===== config.mk =====
export PLATFORM = sky130hd
export DESIGN_NAME = div_4
export DESIGN_NICKNAME = d
export VERILOG_FILES = /design/src/rtl/div_4.sv
export SDC_FILE = /design/constraint.sdc
export NUM_CORES = 1
export LEC_CHECK = 0
export CAP_MARGIN = 25
export CORE_MARGIN = 2
export CORE_UTILIZATION = 57
export CTS_CLUSTER_DIAMETER = 150
export CTS_CLUSTER_SIZE = 14
export DETAILED_ROUTE_END_ITERATION = 16
export PLACE_DENSITY_LB_ADDON = 0.3
export SLEW_MARGIN = 0
export SYNTH_ARGS = -nofsm -noshare
export SYNTH_HDL_FRONTEND = slang
export SYNTH_SLANG_ARGS = --single-unit

===== constraint.sdc =====
create_clock -name clk -period 5 [get_ports clk]
set_input_delay 1.5 -clock clk [delete_from_list [all_inputs] [get_ports clk]]
set_output_delay 1.5 -clock clk [all_outputs]
set_load 0.005 [all_outputs]

===== src/rtl/div_4.sv =====
// rtl/div_4.sv - restoring shift-subtract divider, 2N-bit dividend by N-bit divisor, init/done handshake
// Build option DIV_ZERO_DET_EN: a zero divisor completes one cycle after start with err=1.
module div_4 #(
   parameter int N = 4
) (
   input  logic           clk,
   input  logic           rst,
   input  logic           init,
   input  logic [2*N-1:0] A,
   input  logic [N-1:0]   B,
   output logic [2*N-1:0] q,
   output logic [N-1:0]   r,
   output logic           done,
   output logic           err
);
   localparam int CW = (2*N > 1) ? $clog2(2*N) : 1;
   localparam logic [CW-1:0] CNT_LOAD = CW'(2*N-1);

   typedef enum logic [1:0] {IDLE, RUN, DONE} state_t;

   state_t         state;
   logic [2*N-1:0] dvd;
   logic [2*N-1:0] quo;
   logic [N-1:0]   dvs;
   logic [N:0]     pr;
   logic [CW-1:0]  cnt;

   logic [N:0]     trial;
   logic           fits;
   logic [N:0]     pr_nxt;
   logic [2*N-1:0] quo_nxt;

   // One restoring step: bring down the next dividend bit and try the subtraction.
   always_comb begin
      trial   = {pr[N-1:0], dvd[2*N-1]};
      fits    = (trial >= {1'b0, dvs});
      pr_nxt  = fits ? (trial - {1'b0, dvs}) : trial;
      quo_nxt = {quo[2*N-2:0], fits};
   end

`ifdef DIV_ZERO_DET_EN
   logic err_q;
   assign err = err_q;
`else
   assign err = 1'b0;
`endif

   always_ff @(posedge clk or posedge rst) begin
      if (rst) begin
         state <= IDLE;
         dvd   <= '0;
         dvs   <= '0;
         pr    <= '0;
         quo   <= '0;
         cnt   <= '0;
         q     <= '0;
         r     <= '0;
         done  <= 1'b0;
`ifdef DIV_ZERO_DET_EN
         err_q <= 1'b0;
`endif
      end else begin
         case (state)
            IDLE: begin
               done <= 1'b0;
               if (init) begin
                  dvd   <= A;
                  dvs   <= B;
                  pr    <= '0;
                  quo   <= '0;
                  cnt   <= CNT_LOAD;
                  q     <= '0;
                  r     <= '0;
`ifdef DIV_ZERO_DET_EN
                  err_q <= 1'b0;
`endif
                  state <= RUN;
               end
            end
            RUN: begin
`ifdef DIV_ZERO_DET_EN
               // Dividend register is still unshifted here, so its low bits are A[N-1:0].
               if (dvs == '0) begin
                  q     <= '1;
                  r     <= dvd[N-1:0];
                  err_q <= 1'b1;
                  done  <= 1'b1;
                  state <= DONE;
               end else
`endif
               begin
                  dvd <= dvd << 1;
                  pr  <= pr_nxt;
                  quo <= quo_nxt;
                  if (cnt == '0) begin
                     q     <= quo_nxt;
                     r     <= pr_nxt[N-1:0];
                     done  <= 1'b1;
                     state <= DONE;
                  end else begin
                     cnt <= cnt - CW'(1);
                  end
               end
            end
            DONE: begin
               done  <= 1'b0;
               state <= IDLE;
            end
            default: begin
               done  <= 1'b0;
               state <= IDLE;
            end
         endcase
      end
   end
endmodule


# Word level (Yosys, flattened, before mapping)
# Cells that the tools add are included.
word_totals:
  regBits: 41
  out_inout_bits: 14
  in_bits: 15
  word_cells: 44
op_classes:
  n_reduce_logical: 8
  mux: 20
  n_lt_le_gt_ge: 1
  add_sub_neg: 2
  n_eq_ne: 4
op_table:
  columns: ["operator", "count"]
  rows:
  - ["$pmux W8 S2", 2]
  - ["$mux W8", 3]
  - ["$mux W4", 4]
  - ["$pmux W4 S2", 2]
  - ["$pmux W7 S2", 1]
  - ["$mux W3", 2]
  - ["$ne A2 B2 Y1 const B", 3]
  - ["$pmux W3 S2", 1]
  - ["$reduce_and A2 Y1", 3]
  - ["$reduce_and A3 Y1", 2]
  - ["$ge A5 B4 Y1", 1]
  - ["$mux W2", 2]
  - ["$pmux W2 S2", 1]
  - ["$sub A4 B4 Y4", 1]
  - ["$logic_not A3 Y1", 1]
  - ["$sub A3 B1 Y3 const B", 1]
  - ["$eq A2 B1 Y1 const B", 1]
  - ["$logic_not A2 Y1", 1]
  - ["$mux W1", 2]
  - ["$reduce_bool A2 Y1", 1]

# Longest topological paths before layout
# Gate-level depths: netlist of the first run.
depth:
  ltp_word: 4
  mapped_depth: 8

# Worst setup path before layout of the first run
# Ideal clock, no wire load.
synth_path:
  kind: "input -> register"
  from: "input init"
  to: "register dvs[0]"
  cell_stages: 4
  arrival_ns: 2.257
  path_slack_ns: 2.619
  setup_time_ns: 0.125
  cell_sequence: "nand2b_1 > nor2_1 > buf_4 > mux2_2"
synth_between:
  elab_chain_cells: 1
synth_lines:
  columns: ["item", "line_no", "source"]
  rows:
  - ["from (decl)", "8", "input logic init,"]
  - ["$reduce_and A2 Y1 (no line)", null, null]
  - ["to (signal assigned)", "52", "dvs <= '0;"]
  - ["to (signal assigned)", "68", "dvs <= B;"]
  - ["to (decl)", "24", "logic [N-1:0] dvs;"]
# No other way between the ends.
# A chain may end at the register's enable or synchronous reset.

# Worst setup path after layout of the first run
layout_path:
  from: "register r[3]"
  to: "output r[3]"
layout_rtl:
  columns: ["item", "line_no", "source"]
  rows:
  - ["from (decl)", "12", "output logic [N-1:0] r,"]
  - ["from (signal assigned)", "97", "r <= pr_nxt[N-1:0];"]
# No word-level cell between the ends.

==> reports/metrics.cfg, run 1 <==
[grt]
grt_start_max_net_pins = 26
grt_overflow = 0
grt_usage = 0.219
grt_pass1_vias = 1345
antenna_found_initial = 0
grt_pass1_wl_mm = 5.90

[sta]
setup_viol = 0
finalHoldViolations = 0
rsz0062_at_grt = no
max_freq_mhz = 358
timing.final.crit_share = 0.559
skew_ns = 0.0114
tns_ns = 0
tightest_slew_ns = 0.905
min_period_ns = 2.79
slew_headroom = 0.396
maxSlewViolCount = 0

[worst_setup_path]
cp.buffers_inverters = 1
start_kind = flop
cpPeakStageDelay_ns = 0.52
arrival_ns = 1.29
crit_type = flop to output pin
crit_path_end_kind = output pin
crit_path_max_fanout = 3
cpMaxStageDelayCell = clkdlybuf4s50_1
critPathTopFamily = buffers and inverters
critical_path.cell_chain = clkdlybuf4s50_1
required_ns = 3.50

[clocking]
ctsHoldBuffers = 0
clock_path_buffers = 2
numCtsBuffers = 5
cts.sink_count = 41
clock_latency_ns = 0.36
clockRootBuffer = clkbuf_4
postCtsSetupRepairBufs = 0
cts_tree = done
clk_pin_slew_worst_paths_ns = 0.12
cts_repair_resize_count = 0
cts-htree-levels = 2

[placement]
placed_area_um2 = 2190
gp_congestion = 0.834
port_buffers = 27
dp_hpwl_mm = 2.63

[pwr]
clock_power_share = 0.110
combPwrFrac = 0.517
peakVddDrop_uv = 384
swShare = 0.402
p_sw_mw = 0.595
intPower_mw = 0.884
p_per_area_nw_per_um2 = 658
p_leak_nw = 1.04
pwr-share-seq = 0.373

[synth]
synth.distinct_cells = 34
ys_ff_latch = 41
ys_warn_count = 0
synth_area_um2 = 1880
yosysTopAreaCell = dfrtp_1
synth-edff-count = 0
synth_top_cell_area_share = 0.547
syn_inst = 188
syn_avg_cell_area_um2 = 9.98
synth_fp_nets = 210
async_flop_share = 1.00
synth_flop_cell = dfrtp_1
yosysSeqAreaShare = 0.547
synthTopCellsByArea = dfrtp_1, nand2_1, o21ai_0, mux2i_1, ha_1

[routing]
routed_wirelength_mm = 3.53
ant_nets = 0
avgViaCountPerCell = 5.21
dr_total_vias = 1370
drtIter0Drc = 58
drc = 0
avgRoutedWirePerCell_um = 13.4
drt_pass1_iterations = 4

[finish]
fin_area_um2 = 2250
num_antenna_cells = 0
fin_nets = 240
area_growth_pct = 19.7
drive_above_1_share = 0.100
fillers = 261
multi_input_area_um2 = 768
regArea_um2 = 1030

[die]
initial_core_util = 0.605
fp.dieW_um = 61.4
pin_count = 29
design.die.area_um2 = 3770
core_area_um2 = 3100
die_y_um = 61.4
rows = 20

[job]
maxCapViolCount = 0

[status]
status = complete, no violations

[hold_path]
worstHoldPathType = flop to flop

[cell usage in the layout (no fill, tap or decap), types with 2 or more instances in the layout]
cell | netlist | routed
a21oi_1 | 5 | 5
buf_4 | 2 | 4
clkbuf_4 | 0 | 5
clkdlybuf4s50_1 | 0 | 27
clkinv_2 | 0 | 2
dfrtp_1 | 41 | 41
ha_1 | 6 | 6
inv_1 | 11 | 11
mux2_4 | 2 | 2
mux2i_1 | 8 | 8
nand2_1 | 50 | 50
nand2b_1 | 2 | 2
nor2_1 | 10 | 10
o21ai_0 | 20 | 20
o21ai_1 | 2 | 2
o21ai_2 | 2 | 2
o22ai_1 | 2 | 2
o22ai_2 | 2 | 2
or2_1 | 2 | 2
[final cells by class]
| type | instances | area share |
|---|---|---|
| well taps | 44 | 0.0245 |
| clock inverters | 3 | 0.00780 |
| repair buffers | 31 | 0.134 |
| clock buffers | 5 | 0.0167 |
| multi-input cells | 128 | 0.342 |
| inverters | 11 | 0.0184 |
| flip-flops and latches | 41 | 0.457 |
[metal layers]
metal | global-route usage | vias to the layer above | share of wire
met5 | 0 | - | 0
li1 | - | 678 | -
met1 | 0.265 | 653 | 0.43
met3 | 0.0714 | 6 | 0.046
met4 | 0.0760 | 0 | 0.014
met2 | 0.371 | 33 | 0.51
[flip-flops by register name, summed over array words and instances (netlist names)]
| signal | count |
|---|---|
| dvd | 8 |
| q | 8 |
| quo | 7 |
| dvs | 4 |
| pr | 4 |
| r | 4 |
| cnt | 3 |
| state | 2 |
| done | 1 |
[stage by stage]
step           instances  power (mW)  setup WS (ns)  hold WS, ns   util
6_report             263        1.48           2.21        0.488  0.724
5_1_grt              263        1.61           2.18        0.505  0.724
4_1_cts              263        1.49           2.22        0.488  0.724
3_5_place_dp         255        1.33           2.04        0.462  0.706
3_3_place_gp         255        1.27           2.08        0.451  0.706
2_1_floorplan        188        1.09           2.55        0.440      -
[cell usage after synthesis, types with 2 or more instances]
| master | count |
|---|---|
| nand2_1 | 50 |
| dfrtp_1 | 41 |
| o21ai_0 | 20 |
| inv_1 | 11 |
| nor2_1 | 10 |
| mux2i_1 | 8 |
| ha_1 | 6 |
| a21oi_1 | 5 |
| buf_2 | 3 |
| buf_4 | 2 |
| clkbuf_1 | 2 |
| mux2_4 | 2 |
| nand2b_1 | 2 |
| o21ai_1 | 2 |
| o21ai_2 | 2 |
| o22ai_1 | 2 |
| o22ai_2 | 2 |
| or2_1 | 2 |
[power by group through the flow]
stage                     logic [mW]  registers, mW  clock network (mW)
final                          0.765          0.551               0.163
after global routing           0.858          0.566               0.183
after CTS                      0.768          0.551               0.169
after detailed placement       0.766          0.559                   0
after global placement         0.721          0.551                   0
after floorplan                0.550          0.545                   0
[tightest hold or removal path, cell delays in order, from the launching register on]
cell and delay, ns:
dfrtp_1 0.36, nand2_1 0.05, nand2_1 0.05
[final timing paths]
check / startpoint / to / slack [ns] / depth (start not counted)
min in group asynchronous: rst / quo[4] / 1.63 / 2
max: r[3] / r[3] / 2.21 / 1
max in group asynchronous: rst / q[0] / 2.60 / 3
min reg2reg: quo[5] / quo[5] / 0.49 / 2
max reg2reg: state[1] / r[3] / 3.04 / 6
min: quo[5] / quo[5] / 0.49 / 2
[cell families after synthesis]
group / Yosys count / share of synthesized area
and+or+nand+nor: 68 / 0.149
DFF: 41 / 0.547
AOI/OAI and AO/OA: 39 / 0.133
buffers and inverters: 19 / 0.0440
muxes: 11 / 0.0647
adders and majority gates: 7 / 0.0507
xor gates and xnor gates: 2 / 0.00934
other: 1 / 0.00200
Power figures use the tool's default switching activity.
==> run 2, diff against run 1 <==
--- a/config.mk
+++ b/config.mk
@@ -7,7 +7,7 @@
 export LEC_CHECK = 0
 export CAP_MARGIN = 25
 export CORE_MARGIN = 2
-export CORE_UTILIZATION = 57
+export CORE_UTILIZATION = 53
 export CTS_CLUSTER_DIAMETER = 150
 export CTS_CLUSTER_SIZE = 14
 export DETAILED_ROUTE_END_ITERATION = 16
==> constraint.sdc (replaced) <==
create_clock -name clk -period 2.8 [get_ports clk]
set_input_delay 0.84 -clock clk [delete_from_list [all_inputs] [get_ports clk]]
set_output_delay 0.84 -clock clk [all_outputs]
set_load 0.005 [all_outputs]
==> run 2 against run 1 <==
Against the previous run:
- clock power increased to 2.9 times the previous value
- final cell count increased by 0.76%
- setup slack got worse by 1.5 ns
- sequential power increased by 79%
- clock skew increased by 0.0019 ns
- register-to-register slack got worse by 2.2 ns
- sequential share of layout area decreased by 1.0 points
- critical path depth unchanged
- cell area increased by 2.2%
- wire length decreased by 2.4%
- die area increased by 7.0%
- critical endpoint unchanged
- largest cell class unchanged
==> reports/metrics.cfg, run 2 (same netlist as run 1, synthesis figures left out) <==
[status]
status = complete, no violations

[sta]
tightest_slew_ns = 0.649
min_period_ns = 2.11
whs_ns = 0.475
skew_ns = 0.0133
setup_viol = 0
tns_ns = 0
slew_headroom = 0.567
rsz0062_at_grt = no
max_freq_mhz = 474
maxSlewViolCount = 0
timing.final.crit_share = 0.753
finalHoldViolations = 0

[finish]
num_antenna_cells = 0
drive_above_1_share = 0.100
fin_nets = 240
fillers = 293
fin_area_um2 = 2300
mostFrequentLayoutCells = nand2_1, dfrtp_1, clkdlybuf4s50_1, o21ai_0, inv_1
reg_top3 = dvd: 8 flops, q: 8 flops, quo: 7 flops
layout_commonest_cell = nand2_1
area_growth_pct = 22.3
multi_input_area_um2 = 768
regArea_um2 = 1030

[clocking]
cts-htree-levels = 2
clock_path_buffers = 2
clock_latency_ns = 0.35
cts_repair_resize_count = 0
clockRootBuffer = clkbuf_4
ctsHoldBuffers = 0
cts_tree = done
cts.sink_count = 41
numCtsBuffers = 5
postCtsSetupRepairBufs = 0
clk_pin_slew_worst_paths_ns = 0.12

[placement]
placed_area_um2 = 2190
gp_congestion = 0.855
dp_hpwl_mm = 2.52
port_buffers = 27

[routing]
ant_nets = 0
avgRoutedWirePerCell_um = 13.0
drtIter0Drc = 71
avgViaCountPerCell = 5.12
drt_pass1_iterations = 4
routed_wirelength_mm = 3.45
drc = 0
dr_total_vias = 1358

[worst_setup_path]
critical_path.cell_chain = clkdlybuf4s50_1
arrival_ns = 1.27
cpPeakStageDelay_ns = 0.52
start_kind = flop
cp-startpoint = r[3]
critPathTopFamily = buffers and inverters
cp.buffers_inverters = 1
cpMaxStageDelayCell = clkdlybuf4s50_1
crit_path_max_fanout = 3
r2r_start = pr[1]
required_ns = 1.96
crit_path_end_kind = output pin
crit_type = flop to output pin

[hold_path]
worstHoldPathType = flop to flop
hold_path.startpoint = cnt[0]

[pwr]
p_leak_nw = 1.07
clock_power_share = 0.168
intPower_mw = 1.76
p_sw_mw = 1.06
swShare = 0.375
p_per_area_nw_per_um2 = 1230
combPwrFrac = 0.482
pwr-share-seq = 0.350
peakVddDrop_uv = 633

[die]
die_y_um = 63.5
pin_count = 29
rows = 21
initial_core_util = 0.558
core_area_um2 = 3360
fp.dieW_um = 63.5
design.die.area_um2 = 4030

[job]
maxCapViolCount = 0

[grt]
grt_pass1_vias = 1444
grt_overflow = 0
grt_pass1_wl_mm = 6.33
antenna_found_initial = 0
grt_start_max_net_pins = 42
grt_usage = 0.202

## run 2: final timing paths
| kind | endpoint | slack (ns) | cells after the start |
|---|---|---|---|
| min in group asynchronous | q[6] | 0.89 | 3 |
| worst min-delay path | cnt[0] | 0.48 | 1 |
| worst max-delay path | r[3] | 0.69 | 1 |
| worst min register to register | cnt[0] | 0.48 | 1 |
| worst max register to register | pr[1] | 0.82 | 6 |
| max in group asynchronous | done | 1.55 | 3 |
## run 2: stage by stage
| step | util | worst slack, ns | power, mW | instances |
|---|---|---|---|---|
| after floorplan | - | 1.01 | 1.95 | 188 |
| after global placement | 0.652 | 0.543 | 2.27 | 257 |
| after detailed placement | 0.652 | 0.500 | 2.36 | 257 |
| after CTS | 0.683 | 0.671 | 2.84 | 265 |
| after global routing | 0.683 | 0.623 | 3.07 | 265 |
| final | 0.683 | 0.691 | 2.82 | 265 |
## run 2: power by group through the flow
stage                     Combinational, mW  Sequential, mW  Clock, mW
after global placement                 1.28           0.987          0
after detailed placement               1.36            1.00          0
final                                  1.36           0.987      0.473
after floorplan                       0.982           0.972          0
after global routing                   1.54            1.03      0.505
after CTS                              1.37           0.988      0.481
## run 2: metal layers
metal  track usage  vias to the layer above  wire length (um)  part of all wire
met3        0.0393                        7               157             0.046
met1         0.247                      633              1460              0.42
met5             0                        -                 0                 0
met2         0.337                       38              1770              0.51
met4         0.109                        0                64             0.019
li1              -                      680                 -                 -
## run 2: area by class of cell
class | count | area share
Multi-Input combinational cell | 128 | 0.335
Tap cell | 46 | 0.0251
Inverter | 11 | 0.0180
Sequential cell | 41 | 0.447
Clock inverter | 3 | 0.0283
Timing Repair Buffer | 31 | 0.131
Clock buffer | 5 | 0.0163
==> RTL edit 1: new RTL, settings of run 2 <==
Set the parameter `N` to 8 (it was 4).
--- a/src/rtl/div_4.sv
+++ b/src/rtl/div_4.sv
@@ -2,5 +2,5 @@
 // Build option DIV_ZERO_DET_EN: a zero divisor completes one cycle after start with err=1.
 module div_4 #(
-   parameter int N = 4
+   parameter int N = 8
 ) (
    input  logic           clk,
Interface: changed (resized A, B, q and r); port bits go from 29 to 53. No check against the original RTL was run, so the function may have changed too.
==> RTL edit 1 against run 2 <==
First-iteration DRC count grew to 2.8 times the old value. Total power grew 98%. Non-clock buffer count grew 30. Core utilization grew 0.58 points. Synthesized cell count grew 97%. Clock power grew 99%. Routed wire length grew 110%. Sequential cell count grew 37. Worst setup slack lost 0.15 ns. Hold slack gained 0.0014 ns. Final area grew 93%. Count of clock-buffer cells in the layout grew 6. Area after synthesis grew 90%.
==> RTL edit 1: results <==
run_status:
  outcome: "finished clean"
cells_and_area:
  nNetsFinal: 461
  largest_registers: "dvd (16), q (16), quo (15)"
  drive_gt1_frac: 0.0862
power:
  ir_drop_uv: 557
  leakagePower_nw: 2.06
  sw_frac_of_total: 0.387
cts:
  cts.htree.levels: 3
  path_clk_slew_ns: 0.08
  numCtsBuffers: 9
routing:
  drt_iter0_drc: 200
  routed_wl_um: 7090
global_routing:
  grt_first_pass_wirelength_um: 12500
  grt_max_degree: 79
  grt_use_total: 0.215
synthesis:
  synthTopCellsByCount: "106 x nand2_1, 78 x dfrtp_1, 48 x o21ai_0, 18 x mux2i_1, 16 x inv_1"
  synth.area.top_cells: "dfrtp_1 55%, nand2_1 11%, o21ai_0 6.7%"
  ys_types: 49
  synth_fp_nets: 408
place:
  dp_slack_ns: 0.403
  place_congestion: 0.816
  io_buffers: 51
  hpwlAfterDp_um: 4880
setup_path:
  worstPathMaxFanout: 12
timing:
  tightest_slew_ns: 0.557
RTL edit 1: cells by family after synthesis:
family	after synthesis	share of synthesized area
AO/OA/AOI/OAI	82	0.141
XOR/XNOR	2	0.00491
adder cells (fa/ha/maj)	10	0.0372
buffers and inverters	35	0.0400
flip-flops	78	0.547
multiplexers	21	0.0600
other	1	0.00105
AND/OR/NAND/NOR	142	0.169
RTL edit 1: power by group through the flow:
stage	clock (mW)	sequential, mW	combinational, mW
finish	0.943	1.95	2.68
global placement	0	1.96	2.59
detailed placement	0	1.97	2.68
global route	1.01	2.02	3.04
floorplan	0	1.91	1.88
CTS	0.962	1.96	2.69
RTL edit 1: path summary, 6_finish.rpt:
check / start / endpoint / slack, ns / cells after the start
worst max-delay path: pr[5] / r[4] / 0.54 / 7
worst min-delay path: quo[1] / quo[1] / 0.48 / 2
worst max register to register: pr[5] / r[4] / 0.54 / 7
worst min register to register: quo[1] / quo[1] / 0.48 / 2
max in group asynchronous: rst / dvs[7] / 1.52 / 3
min in group asynchronous: rst / q[4] / 0.95 / 3
RTL edit 1: layer usage:
metal / GRT usage / part of all wire / up-vias
met5: 0 / 0 / -
li1: - / - / 1354
met4: 0.0722 / 0.013 / 0
met1: 0.305 / 0.47 / 1290
met3: 0.0558 / 0.049 / 9
met2: 0.323 / 0.47 / 54
RTL edit 1: final cells by class:
cell class                      instances  area [sq um]
Clock inverter                          5          82.6
Fill cell                             512          2000
Inverter                               16          63.8
Multi-Input combinational cell        258          1490
Tap cell                               77          96.3
Sequential cell                        78          1950
Clock buffer                           11           141
Timing Repair Buffer                   61           598
RTL edit 1: critical path, cell delays in order, from the launching register on:
cell and delay [ns]:
dfrtp_1 0.42, ha_1 0.36, a21oi_1 0.32, o221ai_2 0.14, a21oi_2 0.34, buf_4 0.26
mux2i_1 0.23, o21ai_0 0.09
RTL edit 1: through the flow:
stage                     instance area, sq um  std cells  total power, mW
after floorplan                           3570        371             3.79
after global placement                    4200        490             4.55
after detailed placement                  4200        490             4.65
after CTS                                 4420        506             5.61
after global routing                      4420        506             6.07
final                                     4420        506             5.57
==> RTL edit 2: new RTL, settings of run 2 <==
Made on the original files. Make the reset (`rst`) synchronous in one clocked block.
--- a/src/rtl/div_4.sv
+++ b/src/rtl/div_4.sv
@@ -46,5 +46,5 @@
 `endif
 
-   always_ff @(posedge clk or posedge rst) begin
+   always_ff @(posedge clk) begin
       if (rst) begin
          state <= IDLE;
Function: differs if rst is asserted again (counterexample within 10 cycles, from zero or initial values and one cycle with rst high); with rst held inactive, the same outputs for 10 cycles.
==> RTL edit 2 against run 2 <==
Sequential cell count did not move. Critical path type unchanged. Final area fell by 2.0%. Highest routed layer unchanged. Sequential share of layout area fell by 8.2 points. Worst setup slack improved by 0.025 ns. Non-clock buffer count rose by 1. Count of clock-buffer cells in the layout rose by 1. Routed wire length rose by 16%. Synthesized cell count rose by 18%. Via count rose by 22%. Area after synthesis fell by 1.1%. Largest cell class is now multi-input gates.
Power is not compared: it rests on default switching activity, and its combinational part moved more than twofold at a synthesized area within 25%.
==> RTL edit 2: results <==
setup_path:
  crit_family: "buffers and inverters"
  worst_ep_arrival_time_ns: 1.24
  slowest_delay_ns: 0.51
  worstPathMaxFanout: 2
  cp_slowest_cell: "clkdlybuf4s50_1"
synthesis:
  postSynthAreaPerCell_sq_um: 8.36
  synth_fp_nets: 244
  synth_warnings: 0
  async_flop_share: 0
  synthTopCellsByCount: "41 x dfxtp_1, 27 x nand2_1, 23 x nor2_1, 22 x a21oi_1"
  synth.area.top_cells: "dfxtp_1 44%, a21oi_1 5.9%, nand2_1 5.5%"
  ys_types: 44
  seq_area_frac_synth: 0.442
power:
  leakagePower_nw: 0.848
  ir_drop_uv: 363
global_routing:
  grt_use_total: 0.219
  antenna_found_initial: 0
  grt_first_pass_wirelength_um: 6920
  grt_max_degree: 35
  grt_pass1_vias: 1436
place:
  dp_slack_ns: 0.351
  place_congestion: 0.869
  hpwlAfterDp_um: 2820
  dp.cells: 287
routing:
  vias: 1662
  first_pass_iters: 4
  routed_wl_um: 3980
  drt_iter0_drc: 135
cells_and_area:
  final_cells: 295
  nNetsFinal: 270
  drive_gt1_frac: 0.0763
  diodes: 0
  fillCellCount: 299
cts:
  cts_hold_buf: 0
  post_cts_buffers: 0
  cts.htree.levels: 2
  numCtsBuffers: 5
  ctsLongestPathBuffers: 2
  clk_latency_ns: 0.36
  cts_resized: 0
worst_hold_path:
  hold_path_class: "reg -> reg"
timing:
  finalClockSkew_ns: 0.00687
run_status:
  outcome: "finished clean"
## RTL edit 2: layout make-up
cell class	instances	area share
well taps	46	0.0256
inverters	11	0.0184
clock buffers	6	0.0228
multi-input cells	157	0.415
repair buffers	32	0.137
clock inverters	2	0.0167
flip-flops and latches	41	0.365
## RTL edit 2: worst paths after layout
path | from | to | slack, ns | depth (start not counted)
max reg2reg | dvs[1] | pr[0] | 0.90 | 6
max | r[1] | r[1] | 0.72 | 1
min | q[7] | q[7] | 0.46 | 2
min reg2reg | q[7] | q[7] | 0.46 | 2
## RTL edit 2: layer usage
metal / vias up / track usage / part of all wire
met4: 0 / 0.0707 / 0.019
li1: 840 / - / -
met3: 9 / 0.0589 / 0.052
met5: - / 0 / 0
met2: 48 / 0.305 / 0.45
met1: 765 / 0.328 / 0.48
## RTL edit 2: power breakdown
group	total (mW)	leakage, nW	internal (mW)	switching (mW)
clock	0.410	0.0445	0.212	0.198
combinational	0.331	0.469	0.142	0.189
sequential	0.655	0.335	0.625	0.0307
## RTL edit 2: metrics by stage
step / cell area [sq um] / hold slack, ns
2_1_floorplan: 1860 / 0.448
3_3_place_gp: 2160 / 0.442
3_5_place_dp: 2160 / 0.448
4_1_cts: 2250 / 0.465
5_1_grt: 2250 / 0.495
6_report: 2250 / 0.461
## RTL edit 2: kinds of logic (layout without fill, tap and decap cells)
| kind of cell | after synthesis | after routing | synth area share |
|---|---|---|---|
| and+or+nand+nor | 86 | 86 | 0.220 |
| AOI/OAI and AO/OA | 61 | 61 | 0.219 |
| DFF | 41 | 41 | 0.442 |
| buffers and inverters | 24 | 51 | 0.0546 |
| adders and majority gates | 7 | 7 | 0.0512 |
| other | 1 | 1 | 0.00202 |
| xor gates and xnor gates | 1 | 1 | 0.00472 |
| muxes | 1 | 1 | 0.00539 |
